$ cat src/rtl/pipe_stage_skid.sv
// EX->MEM pipeline register with valid/ready handshake, registered in_ready and a 2-entry skid buffer.
// Optional PIPE_STATS_EN adds saturating stall/flush counters (stat_stall, stat_flush).
module pipe_stage_skid #(
  parameter int REG_W     = 32,
  parameter int RADDR_W   = 5,
  parameter int PAYLOAD_W = 104
) (
  input  logic                 clk,
  input  logic                 rst,
  input  logic                 flush,
  input  logic                 in_valid,
  output logic                 in_ready,
  input  logic [RADDR_W-1:0]   in_rd_addr,
  input  logic                 in_rd_write,
  input  logic                 in_rd_load,
  input  logic [REG_W-1:0]     in_rd_data,
  input  logic [PAYLOAD_W-1:0] in_payload,
  output logic                 out_valid,
  input  logic                 out_ready,
  output logic [RADDR_W-1:0]   out_rd_addr,
  output logic                 out_rd_write,
  output logic                 out_rd_load,
  output logic [REG_W-1:0]     out_rd_data,
  output logic [PAYLOAD_W-1:0] out_payload,
  output logic                 fwd_valid,
  output logic [RADDR_W-1:0]   fwd_rd_addr,
  output logic [REG_W-1:0]     fwd_rd_data,
  output logic                 load_hazard
`ifdef PIPE_STATS_EN
  ,
  output logic [31:0]          stat_stall,
  output logic [31:0]          stat_flush
`endif
);

  typedef struct packed {
    logic [RADDR_W-1:0]   rd_addr;
    logic                 rd_write;
    logic                 rd_load;
    logic [REG_W-1:0]     rd_data;
    logic [PAYLOAD_W-1:0] payload;
  } entry_t;

  typedef enum logic [1:0] {EMPTY, ONE, TWO} state_e;

  state_e state_q, state_d;
  entry_t head_q, head_d;
  entry_t skid_q, skid_d;
  logic   in_ready_q, in_ready_d;
  entry_t in_entry;
  logic   acc, pop;

  assign in_entry = '{rd_addr: in_rd_addr, rd_write: in_rd_write, rd_load: in_rd_load,
                      rd_data: in_rd_data, payload: in_payload};
  assign acc = in_valid & in_ready_q;
  assign pop = out_valid & out_ready;

  // NOTE: data registers are reset (not just the state) because an empty stage must present all-zero outputs.
  always_ff @(posedge clk or posedge rst) begin
    if (rst) begin
      state_q    <= EMPTY;
      in_ready_q <= 1'b1;
      head_q     <= '0;
      skid_q     <= '0;
    end else begin
      // NOTE: non-blocking assignments so every flop samples the pre-edge values.
      state_q    <= state_d;
      in_ready_q <= in_ready_d;
      head_q     <= head_d;
      skid_q     <= skid_d;
    end
  end

  always_comb begin
    // NOTE: hold-by-default assignments up front keep this block latch-free.
    state_d    = state_q;
    in_ready_d = in_ready_q;
    head_d     = head_q;
    skid_d     = skid_q;
    if (flush) begin
      state_d    = EMPTY;
      in_ready_d = 1'b1;
      head_d     = '0;
      skid_d     = '0;
    end else begin
      unique case (state_q)
        EMPTY: if (acc) begin
          head_d  = in_entry;
          state_d = ONE;
        end
        ONE: begin
          if (acc && pop) begin
            head_d = in_entry;
          end else if (acc) begin
            skid_d     = in_entry;
            state_d    = TWO;
            in_ready_d = 1'b0;
          end else if (pop) begin
            head_d  = '0;
            state_d = EMPTY;
          end
        end
        TWO: if (pop) begin
          head_d     = skid_q;
          skid_d     = '0;
          state_d    = ONE;
          in_ready_d = 1'b1;
        end
        default: begin
          state_d    = EMPTY;
          in_ready_d = 1'b1;
          head_d     = '0;
          skid_d     = '0;
        end
      endcase
    end
  end

  // Head register is zero whenever the stage is empty, so outputs need no extra gating.
  always_comb begin
    in_ready     = in_ready_q;
    out_valid    = (state_q != EMPTY);
    out_rd_addr  = head_q.rd_addr;
    out_rd_write = head_q.rd_write;
    out_rd_load  = head_q.rd_load;
    out_rd_data  = head_q.rd_data;
    out_payload  = head_q.payload;
    fwd_valid    = out_valid & head_q.rd_write & ~head_q.rd_load & (head_q.rd_addr != '0);
    fwd_rd_addr  = head_q.rd_addr;
    fwd_rd_data  = head_q.rd_data;
    load_hazard  = out_valid & head_q.rd_load & head_q.rd_write;
  end

`ifdef PIPE_STATS_EN
  logic [31:0] stat_stall_q, stat_flush_q;

  // Counters survive flush; only rst clears them.
  always_ff @(posedge clk or posedge rst) begin
    if (rst) begin
      stat_stall_q <= '0;
      stat_flush_q <= '0;
    end else begin
      if (out_valid && !out_ready && stat_stall_q != 32'hFFFF_FFFF)
        stat_stall_q <= stat_stall_q + 32'd1;
      if (flush && state_q != EMPTY && stat_flush_q != 32'hFFFF_FFFF)
        stat_flush_q <= stat_flush_q + 32'd1;
    end
  end

  assign stat_stall = stat_stall_q;
  assign stat_flush = stat_flush_q;
`endif

endmodule
$ cat config.mk
export PLATFORM = sky130hd
export DESIGN_NAME = pipe_stage_skid
export DESIGN_NICKNAME = d
export VERILOG_FILES = /design/src/rtl/pipe_stage_skid.sv
export SDC_FILE = /design/constraint.sdc
export NUM_CORES = 1
export LEC_CHECK = 0
export CORE_MARGIN = 2
export CORE_UTILIZATION = 46
export CTS_CLUSTER_DIAMETER = 100
export DETAILED_ROUTE_END_ITERATION = 6
export PLACE_DENSITY_LB_ADDON = 0.15
export RECOVER_POWER = 50
export SYNTH_ARGS = -nofsm -noshare
export SYNTH_HDL_FRONTEND = slang
export SYNTH_SLANG_ARGS = --single-unit
$ cat constraint.sdc
create_clock -name clk -period 15 [get_ports clk]
set_input_delay 1.5 -clock clk [delete_from_list [all_inputs] [get_ports clk]]
set_output_delay 1.5 -clock clk [all_outputs]
set_load 0.05 [all_outputs]
=== Word level (Yosys, flattened, before mapping) ===
Index checks and enable logic that the tools add are counted.

* Divide/modulo/power cells: 0
* Magnitude comparators: 0
* Add/sub/neg operators: 0
* Bitwise gates (word level): 8
* Reductions and logical operators: 7
* Shift-type cells: 0
* Equal/unequal tests: 10
* Multiply operators: 0
* Mux-type cells: 22

{| class="wikitable"
|+ Operator list
! cell !! count
|-
| 143-bit two-way mux || 8
|-
| 143-bit one-hot mux with 3 select lines || 2
|-
| 2-bit two-way mux || 6
|-
| 3-bit != test (second input constant) || 4
|-
| 4-bit != test (second input constant) || 3
|-
| 4-bit AND reduction || 3
|-
| 1-bit AND || 7
|-
| 2-bit one-hot mux with 3 select lines || 1
|-
| 5-bit nonzero test || 1
|-
| 1-bit two-way mux || 4
|-
| 1-bit one-hot mux with 3 select lines || 1
|-
| 2-bit by 1-bit equality test with 1-bit output (second input constant) || 1
|-
| 2-bit equality test (second input constant) || 1
|-
| 2-bit zero test || 1
|-
| 2-bit != test (second input constant) || 1
|-
| 2-bit nonzero test || 1
|-
| 1-bit logical AND || 1
|-
| 1-bit NOT || 1
|}

* Bits in latches: 0
* Output and inout port bits: 184
* Register bits: 289
* Bits in read-only memories: 0
* Input port bits: 148
* Word-level logic and storage cells: 59
* Bits in writable memories: 0
* Memories kept: 0

=== Longest topological paths before layout ===
Gate-level depths: netlist of run 1.

* Depth in word-level cells: 7
* Gate-level depth with buffers: 8
* Mapped depth without buffers: 4

=== Worst setup path after synthesis of run 1 ===
No wires, ideal clock.

* Path type: reg2out
* Start: register state_q[1]
* End: output fwd_valid
* Cell stages (with the launch flop): 7
* Data arrival time: 2.391 ns
* Path slack: 11.109 ns
* Buffers on the path: 3
* Cell sequence: dfrtp_1 buf_2 buf_2 buf_2 or2_2 nand2_1 nor3_1

* Longest elaborated chain between the ends: 4

{| class="wikitable"
|+ RTL lines
! what !! line !! source
|-
| from (decl) || 46 || <nowiki>state_e state_q, state_d;</nowiki>
|-
| from (signal assigned) || 67 || <nowiki>state_q <= state_d;</nowiki>
|-
| 2-bit nonzero test || 122 || <nowiki>out_valid = (state_q != EMPTY);</nowiki>
|-
| net out_valid || 18 || <nowiki>output logic out_valid,</nowiki>
|-
| 1-bit AND (3 in series) || 128 || <nowiki>fwd_valid = out_valid & head_q.rd_write & ~head_q.rd_load & (head_q.rd_addr != '0);</nowiki>
|-
| to (decl) || 25 || <nowiki>output logic fwd_valid,</nowiki>
|}

The timed path passes the listed nets, and every way through them passes these cells.

=== Final worst setup path of run 1 ===
* Start: register state_q[0]
* End: register skid_q[133] (netlist name)

* Longest elaborated chain between the ends: 5
* Elaborated cells between the ends (all ways): 13

{| class="wikitable"
|+ RTL lines
! what !! line !! source
|-
| 2-bit nonzero test || 122 ||
|-
| 1-bit AND || 56 || <nowiki>assign pop = out_valid & out_ready;</nowiki>
|-
| 1-bit logical AND || 92 || <nowiki>if (acc && pop) begin</nowiki>
|-
| 3-bit != test (no source line) || n/a ||
|-
| 4-bit AND reduction (no source line) || n/a ||
|-
| to (signal assigned) || 70 || <nowiki>skid_q <= skid_d;</nowiki>
|-
| to (decl) || 48 || <nowiki>entry_t skid_q, skid_d;</nowiki>
|}

Parallel ways exist; a longest one is shown, timed or not.
A chain may end at the register's enable or synchronous reset.

==> qor.yml, run 1 <==
synth:
  syn-num-nets: 1330
  yosys-mux-area-fraction_pct: 10.7
  synth_top_area_share_pct: 53.6
  async_flop_share_pct: 100
  synth-edff-count: 0
  synthDistinctLibCells: 27
  synthTopCellsByCount: "dfrtp_1, a22o_1, nand2_1"
  syn_avg_cell_area_um2: 11.4
  synth.area.top_cells: "dfrtp_1, a22o_1, mux2i_1"
  synth_compound_area_share_pct: 24.4
  synth_top_family_by_area: "compound AO/OA/AOI/OAI gates"
  netlist_instances: 1182
  synth_area_mm2: 0.0134
  yosys_most_used_dff: "dfrtp_1"
  yosysWarnings: 0
  yosysTopAreaCell: "dfrtp_1"
  synthMostInstantiatedCell: "dfrtp_1"
  synth-simple-area-share_pct: 4.78
  seq_area_frac_synth_pct: 53.8
  ys_seq_elements: 289
  synthXorXnorAreaFrac_pct: 0
  yosys.area_share.adder_pct: 0
timing:
  timing.fmax_mhz: 133
  slew_headroom_pct: -270
  worst_slack_ns: 7.47
  fin_worst_skew_ns: 0.0154
  maxSlewViolCount: 426
  fin_crit_sh_pct: 50.2
  tns_ns: 0
  worst_pin_slew_ns: 5.53
  hold_violations: 0
  rsz0062_at_grt: "no"
  final.min_clock_period_ns: 7.53
  setup_viol: 0
layout:
  area_delta_synth_final_pct: 30.8
  drive_gt1_share_pct: 4.95
  nNetsFinal: 1558
drt:
  vias: 10700
  dr.pass1.iters: 6
  ant_nets: 0
  drt_wl_total_um: 37700
  viasPerCell: 5.86
  drc: 0
  post_drt_wl_per_cell_um: 20.7
  drt_first_iter_violations: 992
place:
  gp_congestion: 0.740
  pre_cts_slack_ns: 10.47
  place_hpwl_um: 21400
  io_buffers: 331
clock_tree:
  ctsHoldBuffers: 0
  clk_pin_slew_ns: 0.06
  cts_max_level: 1
  cts_num_sinks: 289
  cts_tree: "yes"
  clockRootBuffer: "clkbuf_16"
  cts_resized: 0
  clk_latency_ns: 0.56
  numCtsBuffers: 31
  clockBufferDepth: 3
  post-cts-setup-buffer-count: 0
global_routing:
  grt_antenna_before_repair: 5
  gr-total-overflow: 0
  grt.total_usage_pct: 24.0
  grt_pass1_vias: 10300
  grt_max_degree: 165
  grt_pass1_wl_um: 59400
floorplanning:
  die_x_um: 175
  rows: 62
  die_area_mm2: 0.0306
  coreArea_mm2: 0.0287
  start_util_pct: 46.8
  die_h_um: 175
  num_io_pins: 332
critical_path:
  startpoint: "state_q[0]"
  cp.arrival_ns: 7.95
  worstReg2RegStart: "state_q[0]"
  crit_fanout: 90
  endpoint_kind: "flip-flop"
  start_kind: "flip-flop"
  required_ns: 15.42
  critPathKind: "reg2reg"
pwr:
  p_leak_uw: 0.00767
  peakVddDrop_v: 0.0000722
  powerDensity_mw_per_mm2: 122
flow_run:
  maxCapViolCount: 5
status:
  violations: "capacitance limit, slew limit"
  status: "finished with violations"
min_path:
  hold_path_class: "reg2reg"
  holdCritStartpoint: "out_payload[19]"
-- critical path, stage by stage (launching register included) --
cell	delay (ns)
dfrtp_1	1.68
clkbuf_1	2.94
or2_2	0.41
a21oi_1	0.09
clkbuf_1	1.43
a22o_1	0.75
-- metal layers --
| metal | track usage (%) | share of wire, % |
|---|---|---|
| met1 | 36.3 | 46 |
| met2 | 35.1 | 44 |
| met3 | 4.74 | 7.1 |
| met4 | 6.88 | 2.5 |
| met5 | 0 | 0.061 |
-- cells in the final DEF (no fill, tap or decap), types with 3 or more instances in the layout --
master and n:
a21oi_1 4, mux2i_1 143, clkbuf_1 10, a22o_1 286, clkbuf_8 8, or2_2 3
bufinv_16 3, buf_4 9, clkdlybuf4s50_1 255, clkbuf_16 31, dfrtp_1 287, diode_2 4
o21ai_0 144, nand2_1 146, clkinv_2 5, dlygate4sd3_1 76
-- report_power, final --
part | switching (µW) | internal (µW)
clock | 314 | 470
combinational | 317 | 168
sequential | 41.2 | 827
total | 673 | 1470
-- metrics by stage --
| stage | cell area [µm²] | instances | util [%] | total power [µW] | hold slack (ns) |
|---|---|---|---|---|---|
| finish | 17600 | 1822 | 61.2 | 2140 | 0.496 |
| global route | 17600 | 1820 | 61.2 | 2220 | 0.514 |
| CTS | 17600 | 1818 | 61.3 | 2160 | 0.508 |
| global placement | 16500 | 1761 | 57.7 | 1370 | 0.487 |
| detailed placement | 16500 | 1761 | 57.7 | 1380 | 0.490 |
| floorplan | 13400 | 1182 | - | 1200 | 0.473 |
-- path summary, 6_finish.rpt --
path | end | slack (ns) | depth (start not counted)
max | skid_q[133] | 7.47 | 5
min in group asynchronous | fwd_rd_data[16] | 3.09 | 2
min reg2reg | out_payload[19] | 0.50 | 1
max reg2reg | skid_q[133] | 7.47 | 5
max in group asynchronous | fwd_rd_addr[2] | 9.42 | 2
min | out_payload[19] | 0.50 | 1
-- layout make-up --
| cell class | instances | area, µm² |
|---|---|---|
| fill | 2321 | 11100 |
| sequential | 289 | 7240 |
| multi-input combinational | 741 | 5370 |
| timing repair buffer | 344 | 3410 |
| clock buffer | 46 | 912 |
| tap | 384 | 480 |
| clock inverter | 11 | 139 |
| inverter | 3 | 12.5 |
| antenna | 4 | 10.0 |
-- registers in the layout, summed over array words and instances, names as in the netlist --
signal / count
state_q: 2
out_rd_write: 1
skid_q: 143
in_ready: 1
out_rd_load: 1
out_payload: 104
fwd_rd_addr: 5
fwd_rd_data: 32
-- cell families (layout without fill, tap and decap cells) --
logic type / after synthesis / after routing
AO/OA/AOI/OAI: 438 / 438
flip-flops: 289 / 289
AND/OR/NAND/NOR: 160 / 160
buffers and inverters: 152 / 404
multiplexers: 143 / 143
other: 0 / 4
(Power assumes the default switching activity.)
==> run 2, diff against run 1 <==
Clock period 15 ns to 7.3 ns, I/O delays scaled along.
==> qor.yml, run 2 (synthesis results as in run 1) <==
clock_tree:
  cts_max_level: 2  # was 1
  clockBufferDepth: 3  # unchanged
  ctsHoldBuffers: 0  # unchanged
  cts_resized: 0  # unchanged
  cts_tree: "yes"  # unchanged
  post-cts-setup-buffer-count: 0  # unchanged
  clk_latency_ns: 0.50  # was 0.56 ns
  clk_pin_slew_ns: 0.06  # about the same
  numCtsBuffers: 34  # was 31
  clockRootBuffer: "clkbuf_16"  # unchanged
  cts_num_sinks: 289  # unchanged
critical_path:
  critPathKind: "reg2reg"  # unchanged
  required_ns: 7.73  # was 15.42 ns
  start_kind: "flip-flop"  # unchanged
  endpoint_kind: "flip-flop"  # unchanged
  crit_fanout: 87  # was 90
  cp.arrival_ns: 4.31  # was 7.95 ns
timing:
  rsz0062_at_grt: "no"  # unchanged
  final.min_clock_period_ns: 3.88  # was 7.53 ns
  fin_worst_skew_ns: 0.0166  # was 0.0154 ns
  maxSlewViolCount: 0  # was 426
  slew_headroom_pct: 13.3  # was -270%
  tns_ns: 0  # unchanged
  worst_slack_ns: 3.42  # was 7.47 ns
  fin_crit_sh_pct: 53.2  # was 50.2%
  hold_violations: 0  # unchanged
  setup_viol: 0  # unchanged
  worst_pin_slew_ns: 1.29  # was 5.53 ns
  timing.fmax_mhz: 257  # was 133 MHz
layout:
  n_fill_cell: 2287  # was 2321
  drive_gt1_share_pct: 5.64  # was 4.95%
  area_delta_synth_final_pct: 31.7  # was 30.8%
  nNetsFinal: 1562  # was 1558
  fin_area_mm2: 0.0177  # was 0.0176 mm²
  finalNonFillerCells: 1825  # was 1822
  final_cell_mix: "a22o_1, dfrtp_1, clkdlybuf4s50_1"  # was dfrtp_1, a22o_1, clkdlybuf4s50_1
  largest_register_ffs: 143  # unchanged
  area.sequential_mm2: 0.00724  # about the same
  multi_input_area_mm2: 0.00538  # was 0.00537 mm²
  regMostFlops: "skid_q"  # unchanged
place:
  pre_cts_slack_ns: 3.47  # was 10.47 ns
  dp_cells: 1762  # was 1761
  dpl_cell_area_mm2: 0.0166  # was 0.0165 mm²
  io_buffers: 331  # unchanged
  place_hpwl_um: 22200  # was 21400 µm
  gp_congestion: 0.768  # was 0.740
drt:
  drt_wl_total_um: 38300  # was 37700 µm
  drc: 0  # unchanged
  ant_nets: 0  # unchanged
  drt_first_iter_violations: 959  # was 992
  dr.pass1.iters: 5  # was 6
  viasPerCell: 5.83  # was 5.86
  vias: 10600  # was 10700
  post_drt_wl_per_cell_um: 21.0  # was 20.7 µm
floorplanning:
  die_area_mm2: 0.0306  # unchanged
  die_h_um: 175  # unchanged
  num_io_pins: 332  # unchanged
  start_util_pct: 46.8  # unchanged
  rows: 62  # unchanged
  die_x_um: 175  # unchanged
  coreArea_mm2: 0.0287  # unchanged
pwr:
  peakVddDrop_v: 0.000141  # was 0.0000722 V
  p_leak_uw: 0.00777  # was 0.00767 µW
  powerDensity_mw_per_mm2: 254  # was 122 mW/mm²
min_path:
  hold_path_class: "reg2reg"  # unchanged
global_routing:
  grt_antenna_before_repair: 3  # was 5
  grt_pass1_wl_um: 61500  # was 59400 µm
  grt_max_degree: 191  # was 165
  grt_pass1_vias: 10400  # was 10300
  grt.total_usage_pct: 25.0  # was 24.0%
  gr-total-overflow: 0  # unchanged
status:
  status: "finished clean"  # was finished with violations
flow_run:
  maxCapViolCount: 0  # was 5
## run 2: changes by cell type in the layout (fill, tap and decap cells not counted), moves of 2 or more
cell,previous run,this run
clkinv_2,5,7
clkbuf_16,31,37
dlygate4sd3_1,76,92
clkbuf_8,8,4
buf_4,9,12
clkbuf_1,10,5
clkdlybuf4s50_1,255,239
## run 2: area by class of cell
cell class                 instances  share of cell area, %
clock buffer                      46                   5.65
tap                              384                   2.71
inverter                           3                 0.0707
antenna                            4                 0.0566
sequential                       289                   40.9
multi-input combinational        741                   30.4
timing repair buffer             345                   19.5
clock inverter                    13                  0.728
## run 2: path summary, 6_finish.rpt
path | end | start | slack [ns] | depth (start not counted)
worst min-delay path | out_payload[56] | out_payload[56] | 0.50 | 1
min in group asynchronous | skid_q[95] | rst | 0.96 | 2
max in group asynchronous | state_q[0] | rst | 4.65 | 3
worst max-delay path | out_payload[25] | state_q[0] | 3.42 | 6
worst max register to register | out_payload[25] | state_q[0] | 3.42 | 6
worst min register to register | out_payload[56] | out_payload[56] | 0.50 | 1
## run 2: per-stage QoR
stage	hold WS, ns	total power [µW]	utilization (%)
after floorplan	0.473	2460	-
after global placement	0.481	2820	57.7
after detailed placement	0.485	2830	57.7
final	0.498	4500	61.7
after CTS	0.495	4560	61.6
after global routing	0.507	4660	61.6
## run 2: per-layer routing
layer	track usage, %	vias up	share of wire, %
met1	38.3	5352	47
met4	7.26	2	2.3
met3	4.66	64	6.5
li1	-	4807	-
met5	0	-	0.034
met2	36.0	412	45
## run 2: critical path, cell delays in order (launching register included)
cell     delay, ns
dfrtp_4       0.85
buf_4         0.77
nor2b_1       0.24
nand2_1       0.11
a21oi_4       0.70
buf_4         0.71
a22o_1        0.24
## run 2: where the power goes
group          leakage, µW  internal (µW)  switching [µW]
combinational      0.00328            344             652
clock             0.000553           1030             677
sequential         0.00394           1700            88.1
==> run 3, diff against run 2 <==
Clock period 7.3 ns to 4 ns, I/O delays scaled along.
==> qor.yml, run 3 (synthesis results as in run 1) <==
status:
  status: "finished with violations"  # was finished clean
  violations: "capacitance limit, slew limit"
drt:
  post_drt_wl_per_cell_um: 20.7  # was 21.0 µm
  vias: 10600  # about the same
  dr.pass1.iters: 5  # unchanged
  drc: 0  # unchanged
  drt_first_iter_violations: 971  # was 959
  viasPerCell: 5.82  # was 5.83
  ant_nets: 0  # unchanged
  drt_wl_total_um: 37700  # was 38300 µm
floorplanning:
  coreArea_mm2: 0.0287  # unchanged
  die_x_um: 175  # unchanged
  rows: 62  # unchanged
  die_h_um: 175  # unchanged
  num_io_pins: 332  # unchanged
  start_util_pct: 46.8  # unchanged
  die_area_mm2: 0.0306  # unchanged
layout:
  multi_input_area_mm2: 0.00538  # unchanged
  n_fill_cell: 2312  # was 2287
  regMostFlops: "skid_q"  # unchanged
  finalNonFillerCells: 1822  # was 1825
  final_cell_mix: "a22o_1, dfrtp_1, clkdlybuf4s50_1"  # unchanged
  area_delta_synth_final_pct: 31.3  # was 31.7%
  largest_register_ffs: 143  # unchanged
  area.sequential_mm2: 0.00724  # unchanged
  drive_gt1_share_pct: 5.22  # was 5.64%
  final_core_util_pct: 61.5  # was 61.7%
  nNetsFinal: 1564  # was 1562
global_routing:
  grt_antenna_before_repair: 4  # was 3
  grt_pass1_wl_um: 59500  # was 61500 µm
  grt_pass1_vias: 10200  # was 10400
  grt.total_usage_pct: 24.0  # was 25.0%
  grt_max_degree: 108  # was 191
  gr-total-overflow: 0  # unchanged
min_path:
  hold_path_class: "reg2reg"  # unchanged
  holdCritStartpoint: "out_payload[17]"  # was out_payload[56]
  whs_path_depth: 1  # unchanged
  hold_path_end: "out_payload[17]"  # was out_payload[56]
critical_path:
  start_kind: "flip-flop"  # unchanged
  worstPathCellList: "or2_2, nand2_1, nor3_1, clkdlybuf4s50_1"  # was buf_4, nor2b_1, nand2_1, a21oi_4, buf_4, a22o_1
  crit_fanout: 77  # was 87
  path_delay_family: "flip-flops"  # was buffers and inverters
  worstReg2RegStart: "state_q[0]"  # unchanged
  slowest_delay_ns: 0.95  # was 0.85 ns
  reg2reg_depth: 4  # was 6
  cp.arrival_ns: 2.81  # was 4.31 ns
  critPathKind: "reg2out"  # was reg2reg
  required_ns: 3.60  # was 7.73 ns
  worstReg2RegEnd: "out_payload[20]"  # was out_payload[25]
  endpoint_kind: "primary output"  # was flip-flop
  r2r_slack_ns: 1.45  # was 3.42 ns
  cp_num_buf_inv: 1  # was 2
  crit_path_top_delay_cell: "dfrtp_4"  # unchanged
clock_tree:
  numCtsBuffers: 31  # was 34
  ctsHoldBuffers: 0  # unchanged
  post-cts-setup-buffer-count: 0  # unchanged
  clk_latency_ns: 0.55  # was 0.50 ns
  cts_max_level: 1  # was 2
  clk_pin_slew_ns: 0.06  # about the same
  cts_tree: "yes"  # unchanged
  cts_num_sinks: 289  # unchanged
  clockRootBuffer: "clkbuf_16"  # unchanged
  cts_resized: 0  # unchanged
  clockBufferDepth: 3  # unchanged
place:
  place_hpwl_um: 22000  # was 22200 µm
  dp_cells: 1767  # was 1762
  io_buffers: 331  # unchanged
  pre_cts_slack_ns: 1.37  # was 3.47 ns
  gp_congestion: 0.764  # was 0.768
timing:
  timing.fmax_mhz: 312
  worst_pin_slew_ns: 1.62  # was 1.29 ns
  slew_headroom_pct: -8.80  # was 13.3%
  tns_ns: 0  # unchanged
  worst_slack_ns: 0.792  # was 3.42 ns
  maxSlewViolCount: 62  # was 0
  hold_violations: 0  # unchanged
  final.min_clock_period_ns: 3.21
  setup_viol: 0  # unchanged
  rsz0062_at_grt: "no"  # unchanged
  fin_crit_sh_pct: 80.2
  fin_worst_skew_ns: 0.00547  # was 0.0166 ns
pwr:
  p_leak_uw: 0.00774  # was 0.00777 µW
  peakVddDrop_v: 0.000331  # was 0.000141 V
  powerDensity_mw_per_mm2: 447  # was 254 mW/mm²
  power_uw: 7890  # was 4500 µW
flow_run:
  maxCapViolCount: 2  # was 0
-- run 3: final cells by class --
cell class                 count  area share [%]
sequential                   289            41.0
tap                          384            2.72
timing repair buffer         350            20.1
multi-input combinational    741            30.5
antenna                        1          0.0142
inverter                       3          0.0709
clock inverter                 7           0.496
clock buffer                  47            5.08
-- run 3: worst register-to-register path: cells and delay by family, from the launching register on --
kind / cells / cell delay [ns]
AO/OA/AOI/OAI: 2 / 0.57
AND/OR/NAND/NOR: 1 / 0.35
buffers and inverters: 1 / 0.60
flip-flops: 1 / 0.95
-- run 3: worst max-delay path by stage --
stage	startpoint	end	cells past startpoint	slack [ns]
after detailed placement	state_q[0]	fwd_valid	4	1.37
final	state_q[0]	fwd_valid	4	0.79
after floorplan	rst	fwd_rd_addr[0]	1	-0.23
after global routing	state_q[0]	fwd_valid	4	0.68
after global placement	state_q[0]	fwd_valid	4	1.37
after CTS	state_q[0]	fwd_valid	4	0.77
-- run 3: per-stage QoR --
| stage | hold WS, ns | instance area, µm² |
|---|---|---|
| 3_3_place_gp | 0.483 | 16700 |
| 2_1_floorplan | 0.463 | 13400 |
| 5_1_grt | 0.494 | 17600 |
| 3_5_place_dp | 0.488 | 16700 |
| 4_1_cts | 0.365 | 17700 |
| 6_report | 0.493 | 17600 |
-- run 3: metal layers --
metal	vias to the layer above	track usage (%)	wire [µm]
li1	4807	-	-
met1	5363	36.9	17700
met2	384	35.4	16800
met3	46	4.85	2660
met4	4	4.48	541
met5	-	0	26
-- run 3: where the power goes --
| part | switching [µW] | total [µW] | internal [µW] |
|---|---|---|---|
| Clock | 1150 | 2810 | 1650 |
| Combinational | 1190 | 1830 | 637 |
| Sequential | 156 | 3260 | 3100 |
==> patch 1, RTL diff (settings of run 2) <==
`REG_W`: 32 -> 64.
--- a/src/rtl/pipe_stage_skid.sv
+++ b/src/rtl/pipe_stage_skid.sv
@@ -2,5 +2,5 @@
 // Optional PIPE_STATS_EN adds saturating stall/flush counters (stat_stall, stat_flush).
 module pipe_stage_skid #(
-  parameter int REG_W     = 32,
+  parameter int REG_W     = 64,
   parameter int RADDR_W   = 5,
   parameter int PAYLOAD_W = 104
Interface: changed (resized fwd_rd_data, in_rd_data and out_rd_data); port bits go from 332 to 428. No check against the original RTL was run, so the function may have changed too.
==> patch 1 against run 2 <==
Sequential power is 22% higher; maximum frequency is 4.1% lower; setup slack worse by 0.17 ns; power is 21% higher; area after synthesis is 24% higher; sequential cell count is 64 higher; clock skew is 0.0039 ns higher; design area is 23% higher; utilization is 0.61 points lower; combinational power is 30% higher; wire length is 26% higher.
==> patch 1: results (changes against run 2) <==
\begin{tabular}{lr}
\hline
Metric & Value \\
\hline
\multicolumn{2}{l}{\textbf{Synthesis}} \\
Post-Synthesis Net Count & 1644 (was 1330) \\
Yosys top cell area share & 52.9\% (was 53.6\%) \\
Leading post-synthesis cells by instance count & sky130\_fd\_sc\_hd\_\_dfrtp\_1 (352), sky130\_fd\_sc\_hd\_\_a22o\_1 (350), sky130\_fd\_sc\_hd\_\_nand2\_1 (178) (was sky130\_fd\_sc\_hd\_\_dfrtp\_1 (288), sky130\_fd\_sc\_hd\_\_a22o\_1 (286), sky130\_fd\_sc\_hd\_\_nand2\_1 (146)) \\
Share of synthesized area spent on multiplexers & 10.5\% (was 10.7\%) \\
Share of the synthesized area in compound gates (AO/OA/AOI/OAI) & 24.0\% (was 24.4\%) \\
\multicolumn{2}{l}{\textbf{Clock tree}} \\
TritonCTS Buffers & 40 (was 34) \\
Clock network latency to the later pin of the worst-skew pair & 0.53 ns (was 0.50 ns) \\
\multicolumn{2}{l}{\textbf{Global route}} \\
Wire length of the first global-routing pass & 75.9 mm (was 61.5 mm) \\
Met2 Usage GRT & 37.5\% (was 36.0\%) \\
M1 GR Usage & 35.0\% (was 38.3\%) \\
Largest net degree at the start of global routing & 171 (was 191) \\
Antenna violations before repair & 14 (was 3) \\
Tot GR Track Use & 24.7\% (was 25.0\%) \\
\multicolumn{2}{l}{\textbf{Place}} \\
Gpl congestion & 0.774 (was 0.768) \\
Detailed placement HPWL & 28.2 mm (was 22.2 mm) \\
\multicolumn{2}{l}{\textbf{STA}} \\
Clock skew after layout & 0.0204 ns (was 0.0166 ns) \\
\multicolumn{2}{l}{\textbf{Finish}} \\
Net count, final & 1923 (was 1562) \\
Fill cells & 2897 (was 2287) \\
Max FFs per register & 175 (was 143) \\
Proportion of layout cells with a drive suffix above 1 & 5.09\% (was 5.64\%) \\
\multicolumn{2}{l}{\textbf{Detailed routing}} \\
Routed WL & 48.1 mm (was 38.3 mm) \\
Via total after detailed routing & 13132 (was 10637) \\
Initial DRC count & 986 (was 959) \\
\multicolumn{2}{l}{\textbf{Setup path}} \\
Maximum cell stage delay along the critical path & 0.90 ns (was 0.85 ns) \\
Arrival time of the worst setup path & 4.50 ns (was 4.31 ns) \\
Startpoint of the most critical setup path & state\_q[1] (was state\_q[0]) \\
\multicolumn{2}{l}{\textbf{Run status}} \\
Result of the run & completed (unchanged) \\
\multicolumn{2}{l}{\textbf{Power}} \\
IR Drop Worst-Case VDD & 0.000154 V (was 0.000141 V) \\
\multicolumn{2}{l}{\textbf{Worst hold path}} \\
Hold Crit Start & in\_ready (was out\_payload[56]) \\
\hline
\end{tabular}
patch 1: cell types whose count changed in the layout (fill, tap and decap cells not counted), sizes merged:
cell	change
a22o	+64
dfrtp	+64
clkdlybuf4s50	+63
dlygate4sd3	+33
mux2i	+32
nand2	+32
o21ai	+32
clkbuf	+10
buf	+3
clkinvlp	-3
diode	+3
inv	+2
and2b	+1
nor2b	-1
patch 1: metrics by stage:
| stage | instances | instance area [sq um] | power [uW] |
|---|---|---|---|
| after detailed placement | 2162 | 20400 | 3540 |
| after global routing | 2237 | 21700 | 5640 |
| after floorplan | 1464 | 16600 | 3080 |
| final | 2237 | 21700 | 5450 |
| after CTS | 2230 | 21700 | 5520 |
| after global placement | 2162 | 20400 | 3530 |
patch 1: power breakdown:
group | switching [uW] | internal, uW
Sequential | 110 | 2080
Clock | 804 | 1170
Combinational | 851 | 438
patch 1: layout make-up:
cell class | count | area [sq um] | share of cell area, %
multi-input cells | 901 | 6560 | 30.2
repair buffers | 444 | 4440 | 20.4
clock inverters | 12 | 121 | 0.559
clock buffers | 56 | 1150 | 5.31
inverters | 3 | 12.5 | 0.0576
diodes | 7 | 17.5 | 0.0807
well taps | 461 | 577 | 2.66
flip-flops and latches | 353 | 8840 | 40.7
patch 1: worst paths after layout:
check	depth (start not counted)	slack (ns)	endpoint
max in group asynchronous	3	4.77	out_payload[49]
max	7	3.25	fwd_rd_data[37]
min	2	0.50	in_ready
min in group asynchronous	2	0.97	state_q[1]
min reg2reg	2	0.50	in_ready
max reg2reg	7	3.25	fwd_rd_data[37]
patch 1: worst min-delay path, cell delays in order, from the launching register on:
cell and delay [ns]:
sky130_fd_sc_hd__dfstp_2 0.39, sky130_fd_sc_hd__inv_1 0.05, sky130_fd_sc_hd__a21oi_1 0.05
patch 1: cell families (layout without fill, tap and decap cells):
group | after synthesis | count (layout)
DFF | 353 | 353
AOI/OAI and AO/OA | 534 | 534
other | 0 | 7
and+or+nand+nor | 192 | 192
muxes | 175 | 175
buffers and inverters | 210 | 515
patch 1: metal layers:
layer	wire length [um]	part of all wire, %
met1	21000	44
met4	1340	2.8
met2	22500	47
met3	3180	6.6
met5	83	0.17
==> patch 2, RTL diff (settings of run 2) <==
Made on the original files. Build with the macro `PIPE_STATS_EN` defined.
--- a/src/rtl/pipe_stage_skid.sv
+++ b/src/rtl/pipe_stage_skid.sv
@@ -1,4 +1,6 @@
 // EX->MEM pipeline register with valid/ready handshake, registered in_ready and a 2-entry skid buffer.
 // Optional PIPE_STATS_EN adds saturating stall/flush counters (stat_stall, stat_flush).
+`define PIPE_STATS_EN
+
 module pipe_stage_skid #(
   parameter int REG_W     = 32,
New outputs: stat_flush and stat_stall. Function: not settled (the Yosys comparison gave no result); the edit may change what the design does.
==> patch 2 against run 2 <==
The flow now finishes with violations (capacitance limit, slew limit); global-route usage shrank 0.14 points; setup slack lost 0.75 ns; via count grew 8.0%; sequential cell count grew 64; wire length grew 9.3%; area after synthesis grew 9.6%; clock skew shrank 0.0038 ns; power grew 27%; first-iteration DRC count shrank 2.0%; register-to-register slack lost 0.51 ns; die area grew 9.3%; design area grew 13%.
==> patch 2: results (changes against run 2) <==
\begin{tabular}{lr}
\hline
Metric & Value \\
\hline
\multicolumn{2}{l}{\textbf{Run status}} \\
Result of the run & finished, violations left (was completed) \\
Failing checks & capacitance limit, slew limit \\
\multicolumn{2}{l}{\textbf{Finish}} \\
Count of multi-input gates & 668 (was 741) \\
Fin area & 20100 sq um (was 17700 sq um) \\
Non-clock buffer instance count of the final layout & 411 (was 345) \\
Proportion of layout cells with a drive suffix above 1 & 6.37\% (was 5.64\%) \\
Fill cells & 2476 (was 2287) \\
Final-layout clock buffer total & 50 (was 46) \\
\multicolumn{2}{l}{\textbf{Setup path}} \\
CP Max Fanout & 74 (was 87) \\
Startpoint of the most critical setup path & out\_ready (was state\_q[0]) \\
\multicolumn{2}{l}{\textbf{Power}} \\
Seq power & 2250 uW (was 1790 uW) \\
IR Drop Worst-Case VDD & 0.000161 V (was 0.000141 V) \\
Share of total power in the clock network & 37.8\% (was 38.1\%) \\
\multicolumn{2}{l}{\textbf{Synthesis}} \\
Leading post-synthesis cells by instance count & sky130\_fd\_sc\_hd\_\_dfrtp\_1 (352), sky130\_fd\_sc\_hd\_\_a22o\_1 (143), sky130\_fd\_sc\_hd\_\_a22oi\_1 (143), sky130\_fd\_sc\_hd\_\_o2bb2ai\_1 (143), sky130\_fd\_sc\_hd\_\_clkbuf\_1 (63) (was sky130\_fd\_sc\_hd\_\_dfrtp\_1 (288), sky130\_fd\_sc\_hd\_\_a22o\_1 (286), sky130\_fd\_sc\_hd\_\_nand2\_1 (146)) \\
Post-Synthesis Net Count & 1314 (was 1330) \\
\multicolumn{2}{l}{\textbf{Global route}} \\
Met2 Usage GRT & 37.8\% (was 36.0\%) \\
M1 GR Usage & 34.9\% (was 38.3\%) \\
\multicolumn{2}{l}{\textbf{STA}} \\
Transition time of the tightest slew-check pin & 3.66 ns (was 1.29 ns) \\
Max-slew violation count & 178 (was 0) \\
\multicolumn{2}{l}{\textbf{Place}} \\
Area after detailed placement & 18700 sq um (was 16600 sq um) \\
\multicolumn{2}{l}{\textbf{Clock tree}} \\
Clock network latency to the later pin of the worst-skew pair & 0.52 ns (was 0.50 ns) \\
TritonCTS Buffers & 39 (was 34) \\
\multicolumn{2}{l}{\textbf{Detailed routing}} \\
Metal3 WL & 3.21 mm (was 2.49 mm) \\
First-pass iteration count of the detailed router & 7 (was 5) \\
Wirelength per Cell & 21.9 um (was 21.0 um) \\
\multicolumn{2}{l}{\textbf{Worst hold path}} \\
Hold Crit Start & out\_payload[6] (was out\_payload[56]) \\
\multicolumn{2}{l}{\textbf{Flow run}} \\
Number of violations of the max-capacitance limit & 3 (was 0) \\
\hline
\end{tabular}
[patch 2: cell count changes in the layout (fill, tap and decap cells not counted), sizes merged, moves of 17 or more]
cell / change
dfrtp: +64
dlygate4sd3: -52
o21ai: -142
xnor2: +43
nand3: +29
nor2: +23
xor2: +17
o2bb2ai: +143
mux2i: -143
a22oi: +143
nand4: +21
a22o: -143
clkdlybuf4s50: +116
nand2: -119
[patch 2: cell families (layout without fill, tap and decap cells)]
| group | after synthesis | count (layout) | synth area share, % |
|---|---|---|---|
| flip-flops | 353 | 353 | 60.0 |
| AND/OR/NAND/NOR | 157 | 157 | 5.95 |
| adder cells (fa/ha/maj) | 2 | 2 | 0.170 |
| multiplexers | 2 | 2 | 0.153 |
| buffers and inverters | 143 | 487 | 4.84 |
| other | 0 | 6 | 0 |
| AO/OA/AOI/OAI | 447 | 447 | 25.3 |
| XOR/XNOR | 60 | 60 | 3.57 |
